--- src/rtl/cpu_pkg.sv ---
// Shared CPU types and constants: reset PC default, NOP encoding,
// fetch FSM states and the IF/ID bundle.
package cpu_pkg;

  localparam logic [31:0] RESET_PC_DEF = 32'h0000_0000;
  localparam logic [31:0] NOP_INSTR    = 32'h0000_0000;

  typedef enum logic {
    RUN,
    HALT
  } fetch_state_e;

  typedef struct packed {
    logic [31:0] instr;
    logic [31:0] pc;
    logic [31:0] pc4;
    logic        valid;
  } if_id_t;

  localparam if_id_t IF_ID_BUBBLE = '{
    instr: NOP_INSTR,
    pc:    32'h0,
    pc4:   32'h0,
    valid: 1'b0
  };

endpackage

--- src/rtl/if_id_reg.sv ---
// IF/ID pipeline register: bubble wins over load, otherwise holds.
module if_id_reg
  import cpu_pkg::*;
(
  input  logic   clk_i,
  input  logic   rst_i,
  input  logic   load_i,
  input  logic   bubble_i,
  input  if_id_t data_i,
  output if_id_t q_o
);

  if_id_t q_q;

  always_ff @(posedge clk_i) begin
    if (rst_i || bubble_i) begin
      q_q <= IF_ID_BUBBLE;
    end else if (load_i) begin
      q_q <= data_i;
    end
  end

  assign q_o = q_q;

endmodule

--- src/rtl/if_stage.sv ---
// Fetch stage: PC, RUN/HALT FSM, IF/ID register and optional
// performance counters (enabled by IF_STAGE_PERF_CNT_EN).
module if_stage
  import cpu_pkg::*;
#(
  parameter logic [31:0] RESET_PC = RESET_PC_DEF
) (
  input  logic        clk,
  input  logic        rst,
  input  logic        stall,
  input  logic        flush,
  input  logic        redirect,
  input  logic [31:0] redirect_pc,
  input  logic        halt,
  input  logic        resume,
  output logic [31:0] imem_addr,
  input  logic [31:0] imem_rdata,
  output logic [31:0] id_instr,
  output logic [31:0] id_pc,
  output logic [31:0] id_pc4,
  output logic        id_valid,
  output logic        halted,
  output logic [31:0] fetch_cnt,
  output logic [31:0] stall_cnt
);

  localparam logic [31:0] PC_RST = {RESET_PC[31:2], 2'b00};

  fetch_state_e state_q, state_d;
  logic [31:0]  pc_q, pc_d;
  logic [31:0]  pc_plus4;
  logic [31:0]  tgt_pc;
  logic         load;
  logic         bubble;
  if_id_t       id_d, id_q;

  assign pc_plus4 = pc_q + 32'd4;
  assign tgt_pc   = {redirect_pc[31:2], 2'b00};

  always_comb begin
    pc_d    = pc_q;
    state_d = state_q;
    load    = 1'b0;
    bubble  = 1'b0;
    unique case (state_q)
      RUN: begin
        priority case (1'b1)
          halt: begin
            pc_d    = redirect ? tgt_pc : pc_q;
            bubble  = 1'b1;
            state_d = HALT;
          end
          redirect: begin
            pc_d   = tgt_pc;
            bubble = 1'b1;
          end
          flush: begin
            pc_d   = pc_plus4;
            bubble = 1'b1;
          end
          stall: ;
          default: begin
            pc_d = pc_plus4;
            load = 1'b1;
          end
        endcase
      end
      HALT: begin
        bubble = 1'b1;
        if (resume) state_d = RUN;
      end
      default: state_d = RUN;
    endcase
  end

  always_ff @(posedge clk) begin
    if (rst) begin
      pc_q    <= PC_RST;
      state_q <= RUN;
    end else begin
      pc_q    <= pc_d;
      state_q <= state_d;
    end
  end

  assign id_d = '{
    instr: imem_rdata,
    pc:    pc_q,
    pc4:   pc_plus4,
    valid: 1'b1
  };

  if_id_reg u_if_id (
    .clk_i   (clk),
    .rst_i   (rst),
    .load_i  (load),
    .bubble_i(bubble),
    .data_i  (id_d),
    .q_o     (id_q)
  );

  assign imem_addr = pc_q;
  assign id_instr  = id_q.instr;
  assign id_pc     = id_q.pc;
  assign id_pc4    = id_q.pc4;
  assign id_valid  = id_q.valid;
  assign halted    = (state_q == HALT);

`ifdef IF_STAGE_PERF_CNT_EN
  logic [31:0] fcnt_q, scnt_q;
  logic        stall_ev;

  // stall only counts when it is the rule actually applied in RUN
  assign stall_ev = (state_q == RUN) && stall &&
                    !halt && !redirect && !flush;

  always_ff @(posedge clk) begin
    if (rst) begin
      fcnt_q <= '0;
      scnt_q <= '0;
    end else begin
      if (load && fcnt_q != '1) fcnt_q <= fcnt_q + 32'd1;
      if (stall_ev && scnt_q != '1) scnt_q <= scnt_q + 32'd1;
    end
  end

  assign fetch_cnt = fcnt_q;
  assign stall_cnt = scnt_q;
`else
  assign fetch_cnt = '0;
  assign stall_cnt = '0;
`endif

endmodule

--- config.mk ---
export PLATFORM = sky130hd
export DESIGN_NAME = if_stage
export DESIGN_NICKNAME = d
export VERILOG_FILES = /design/src/rtl/cpu_pkg.sv /design/src/rtl/if_id_reg.sv /design/src/rtl/if_stage.sv
export SDC_FILE = /design/constraint.sdc
export NUM_CORES = 1
export LEC_CHECK = 0
export CORE_ASPECT_RATIO = 1.5
export CORE_UTILIZATION = 47
export CTS_BUF_LIST = sky130_fd_sc_hd__clkbuf_4
export CTS_CLUSTER_SIZE = 12
export DETAILED_ROUTE_END_ITERATION = 10
export GPL_ROUTABILITY_DRIVEN = 0
export GPL_TIMING_DRIVEN = 0
export PLACE_DENSITY = 0.89
export SLEW_MARGIN = 10
export SYNTH_ARGS = -nofsm -noshare
export SYNTH_HDL_FRONTEND = slang
export SYNTH_SLANG_ARGS = --single-unit
--- constraint.sdc ---
create_clock -name clk -period 3.03 [get_ports clk]
set_input_delay 0.606 -clock clk [delete_from_list [all_inputs] [get_ports clk]]
set_output_delay 0.606 -clock clk [all_outputs]
set_load 0.01 [all_outputs]
* After elaboration in Yosys (flattened, before gate mapping)
Cells that the tools add are included.
** Cells by class
- Add/subtract/negate cells :: 1
- Equality and inequality tests :: 2
- Multiplexer cells :: 17
- Bitwise operators :: 1
- Reduce and logical (&&, ||, !) cells :: 2
** Operator list (number)
- $mux W32 :: 5
- $add A32 B3 Y32 const B :: 1
- $mux W1 :: 10
- $pmux W1 S2 :: 2
- $ne A3 B1 Y1 const B :: 1
- $reduce_and A3 Y1 :: 1
- $ne A2 B2 Y1 const B :: 1
- $logic_or A1 B1 Y1 :: 1
- $not A1 Y1 :: 1
** Word-level totals
- Flip-flop bits (word level) :: 130
- Input port bits :: 71
- Output and inout bits :: 194

* Depth between registers and ports, before layout
- Depth in word-level cells :: 5
- Gate-level depth with buffers :: 7
- Mapped depth without buffers :: 6

* Modules after synthesis
From an unflattened synthesis, not the netlist that was laid out.
** Unflattened totals
- Cell total of the unflattened synthesis :: 698
- Area, all modules :: 6359.8 um^2
** Modules (own cells, without submodules)
- if_id_reg :: times used 1, cells each 314, area an instance 3444.6 um^2
- if_stage :: times used 1, cells each 384, area an instance 2915.3 um^2

* Worst setup path before layout
OpenSTA, ideal clock, no wires.
- Path kind :: reg2reg
- From :: register pc_q[6] (netlist: imem_addr[6])
- To :: register pc_q[31] (netlist: imem_addr[31])
- Setup time :: 0.073 ns
- Data arrival time :: 2.081 ns
- Required time :: 2.957 ns
- Slack :: 0.876 ns
- Stages on the path, launching flop included :: 7
- Buffers on the path :: 1
- Clock period less this slack :: 2.154 ns
- Path through :: dfxtp_1 -> buf_2 -> nand3_4 -> nor4_4 -> nand4_4 -> or4_1 -> o211ai_2
** On the way
- Word-level cells in the longest chain between the ends :: 5
** Ends and longest elaborated chain
- start, declared :: line if_stage.sv:30 : logic [31:0] pc_q, pc_d;
- start signal, assigned :: line if_stage.sv:81 : pc_q <= pc_d;
- $add A32 B3 Y32 * :: line if_stage.sv:37 : assign pc_plus4 = pc_q + 32'd4;
- $mux W32 :: line if_stage.sv:47 : priority case (1'b1)
- $mux W32 * (3 in a row) :: line if_stage.sv:47
Mark *: on every way between the ends. The rest lies on a longest branch, timed or not. The select of a mux whose other input is x is not followed.
A chain may end at the register's enable or synchronous reset.

* Worst setup path after layout
- From :: input port flush
- To :: register pc_q[21] (netlist: imem_addr[21])
** On the way
- Word-level cells in the longest chain between the ends :: 3
- Elaborated cells on any way between the ends :: 5
- Those cells by class :: 1 x eq/ne; 3 x mux; 1 x reduce/logical
** Ends and longest elaborated chain
- start, declared :: line if_stage.sv:11 : input logic flush,
- $mux W32 (3 in a row) :: line if_stage.sv:47
Parallel ways exist; a longest one is shown, timed or not.

==> summary.md <==
| Metric | Value |
|---|---|
| Antenna viol nets, final | `0` |
| Relative slew margins | `0.277` |
| Max Buffers Root-to-Sink | `2` |
| FILL cells | `912` |
| CP Launch Point | `flush` |
| RR Startpoint | `imem_addr[2]` |
| Worst setup EP type | `register` |
| Clk sinks | `124` |
| Sw frac | `0.281` |
| Die H | `139 um` |
| Count leader, synth | `dfxtp_1` |
| Critical path buffers and inverters | `3` |
| Crit path max fanout | `10` |
| Global-route wire length before repair | `29,400 um` |
| Data arrival time of the worst path | `3310 ps` |
| Total GRT Usage | `0.296` |
| Flops & latches, synth | `124` |
| Largest net degree at the start of global routing | `17` |
| Num CTS Buffers | `17` |
| Synth cell count leaders | `124 x dfxtp_1, 71 x buf_4, 60 x o221a_2` |
| Critical Path Most Common Cell | `a21oi_1` |
| Min-delay src | `u_if_id.q_o[35]` |
| Hold Violations, Final | `0` |
| Min cycle time layout | `2820 ps` |
| Die Wd | `93.1 um` |
| H-tree depth | `4` |
| Vias in the first global route | `5,524` |
| Yosys cell types | `59` |
| Worst-Skew Late Latency | `560 ps` |
| Synth top area cells | `dfxtp_1 42%, o221a_2 12%, buf_4 9.1%, a21oi_1 4.7%, o21ai_0 3.9%` |
| Layout Nets | `979` |
| Core Rows | `49` |
| Detailed placer's ending HPWL | `14,700 um` |
| IO Pins | `265` |
| CTS tree | `built` |
| Sw Pwr | `0.000970 W` |
| Multi-input combinational cell area | `0.00285 mm^2` |
| Slew @ Worst Pin | `1070 ps` |
| Synth Flop Type | `dfxtp_1` |
| Vias/cell | `5.58` |
| Cell count after synthesis | `628` |
| Slowest CP cell | `clkdlybuf4s50_1` |
| Layout area overhead | `44.7%` |
| Cell-by-cell trace of the critical path | `clkdlybuf4s50_1 > nand2b_1 > a21oi_1 > or2_2 > clkbuf_1 > buf_1 > o21ai_0 > a21oi_1` |
| Starting Density | `0.484` |
| Worst Hold Class | `register to register` |
| Hold path cells | `2` |
| Final wirelength | `19,600 um` |
| R2R depth | `5` |
| Root Driver | `clkbuf_4` |
| DRT Pass-1 Iters | `7` |
| Post-CTS sizing | `0` |
| Area leader, netlist | `dfxtp_1` |
| Req. time, crit path | `3520 ps` |
| Outcome | `finished clean` |
| Final Skew | `12.3 ps` |
| Synth Cell Area | `0.00585 mm^2` |
| Pwr dens | `407 mW/mm^2` |
| Final worst slack | `205 ps` |
| # DRC | `0` |
| Max-capacitance violation count | `0` |
| Overflow after GRT | `0` |
| Worst slack, placed | `-188 ps` |
| Yosys top cell area share | `0.424` |
| Tcrit/Tclk final | `0.932` |
| Post-CTS setup buffer count | `0` |
| EDFF count, synth | `0` |
| First DRT Iteration DRCs | `534` |
| Peak supply drop | `0.000210 V` |
| Post-route insts no fill | `1,073` |
| Setup CP Type | `input port to register` |
| Final Max Tran Viols | `0` |
| Syn avg cell area | `9.31 um^2` |
| CORE AREA | `0.0121 mm^2` |
| RSZ-0062 raised after global routing | `no` |
| Max Freq | `354 MHz` |
| WL/cell | `18.2 um` |
| Comb pwr share | `0.177` |
| Asr flop ratio synth | `0` |
| Internal | `0.00248 W` |
| Crit-path max cell delay | `490 ps` |
| Hold buffer count at cts | `0` |
| Die area | `0.0129 mm^2` |
| # setup viols final | `0` |
| Post-synthesis sequential area ratio | `0.424` |
| Warnings from Yosys | `0` |
| CP delay by family, top | `buffers and inverters` |
| Sequential Area | `0.00248 mm^2` |
| Final core utilization | `0.701` |
| Clock transition at path regs | `100 ps` |
| Placed cell count | `1,041` |
| Clock network fraction of total power | `0.315` |
| Port Buf Inserts | `191` |
| Stages on the worst setup path | `8` |
| Layout cells sized above 1 | `0.199` |
| Initial antenna violation count | `1` |
| Seq pwr share | `0.507` |
| Leakage power | `3.36 nW` |
| Via count | `5,986` |
| Crit start category | `input port` |
==> worst register-to-register path, cell delays in order, from the launching register on <==
cell     delay [ps]
dfxtp_1         510
ha_1            290
nand3_1         330
nor4_1          890
o21ai_0         220
a32o_1          310
==> power by group through the flow <==
stage	combinational (W)	sequential (W)	clock [W]
floorplan	0.000305	0.00179	0
CTS	0.000597	0.00175	0.00110
global route	0.000647	0.00176	0.00117
detailed placement	0.000593	0.00178	0
finish	0.000611	0.00175	0.00109
global placement	0.000589	0.00178	0
==> through the flow <==
step / total power [W] / hold WS (ps) / area (um^2) / TNS [ps]
floorplan: 0.00209 / 478 / 6110 / 0
global placement: 0.00237 / 441 / 8210 / -3040
detailed placement: 0.00238 / 453 / 8210 / -4320
CTS: 0.00344 / 466 / 8460 / 0
global route: 0.00357 / 488 / 8470 / 0
finish: 0.00345 / 466 / 8470 / 0
==> cells in the final DEF (no fill, tap or decap), drive strengths merged, types with 13 or more instances in the layout <==
master,n
buf,76
nor2,28
dfxtp,124
xor2,13
o21ai,46
xnor2,13
nand3,20
o221a,60
a21oi,55
clkbuf,69
clkdlybuf4s50,191
conb,70
nand2,26
==> cells by family (layout without fill, tap and decap cells) <==
kind of cell,Yosys count,after routing,share of synthesized area
xor+xnor,26,26,0.0389
other cells,1,71,0.000641
simple gates,129,129,0.127
compound gates,211,211,0.272
buf+inv,135,357,0.133
mux,1,1,0.00171
fa+ha+maj,1,1,0.00214
flops,124,124,0.424
==> layer usage <==
layer / routed length, um / vias to the layer above / share of wire / track usage
met1: 6840 / 2692 / 0.35 / 0.318
met2: 9750 / 421 / 0.50 / 0.507
met3: 1980 / 97 / 0.10 / 0.0779
li1: - / 2776 / - / -
met4: 988 / 0 / 0.051 / 0.184
met5: 0 / - / 0 / 0
==> final timing paths <==
kind,endpoint,slack (ps)
setup reg to reg,imem_addr[18],380
hold reg to reg,u_if_id.q_o[35],470
hold / removal,u_if_id.q_o[35],470
setup / recovery,imem_addr[21],210
==> cell type report <==
cell class,count,area share
Inverter,10,0.00443
Buffer,125,0.0876
Tap cell,153,0.0226
Antenna cell,1,0.000296
Timing Repair Buffer,191,0.226
Multi-Input combinational cell,438,0.336
Clock buffer,20,0.0177
Clock inverter,11,0.0121
Sequential cell,124,0.293
==> state kept, by name (all words and copies together) (netlist names) <==
register,flops
halted,1
u_if_id.q_o,93
imem_addr,30
Note: power is estimated with default switching activity, not from simulation.
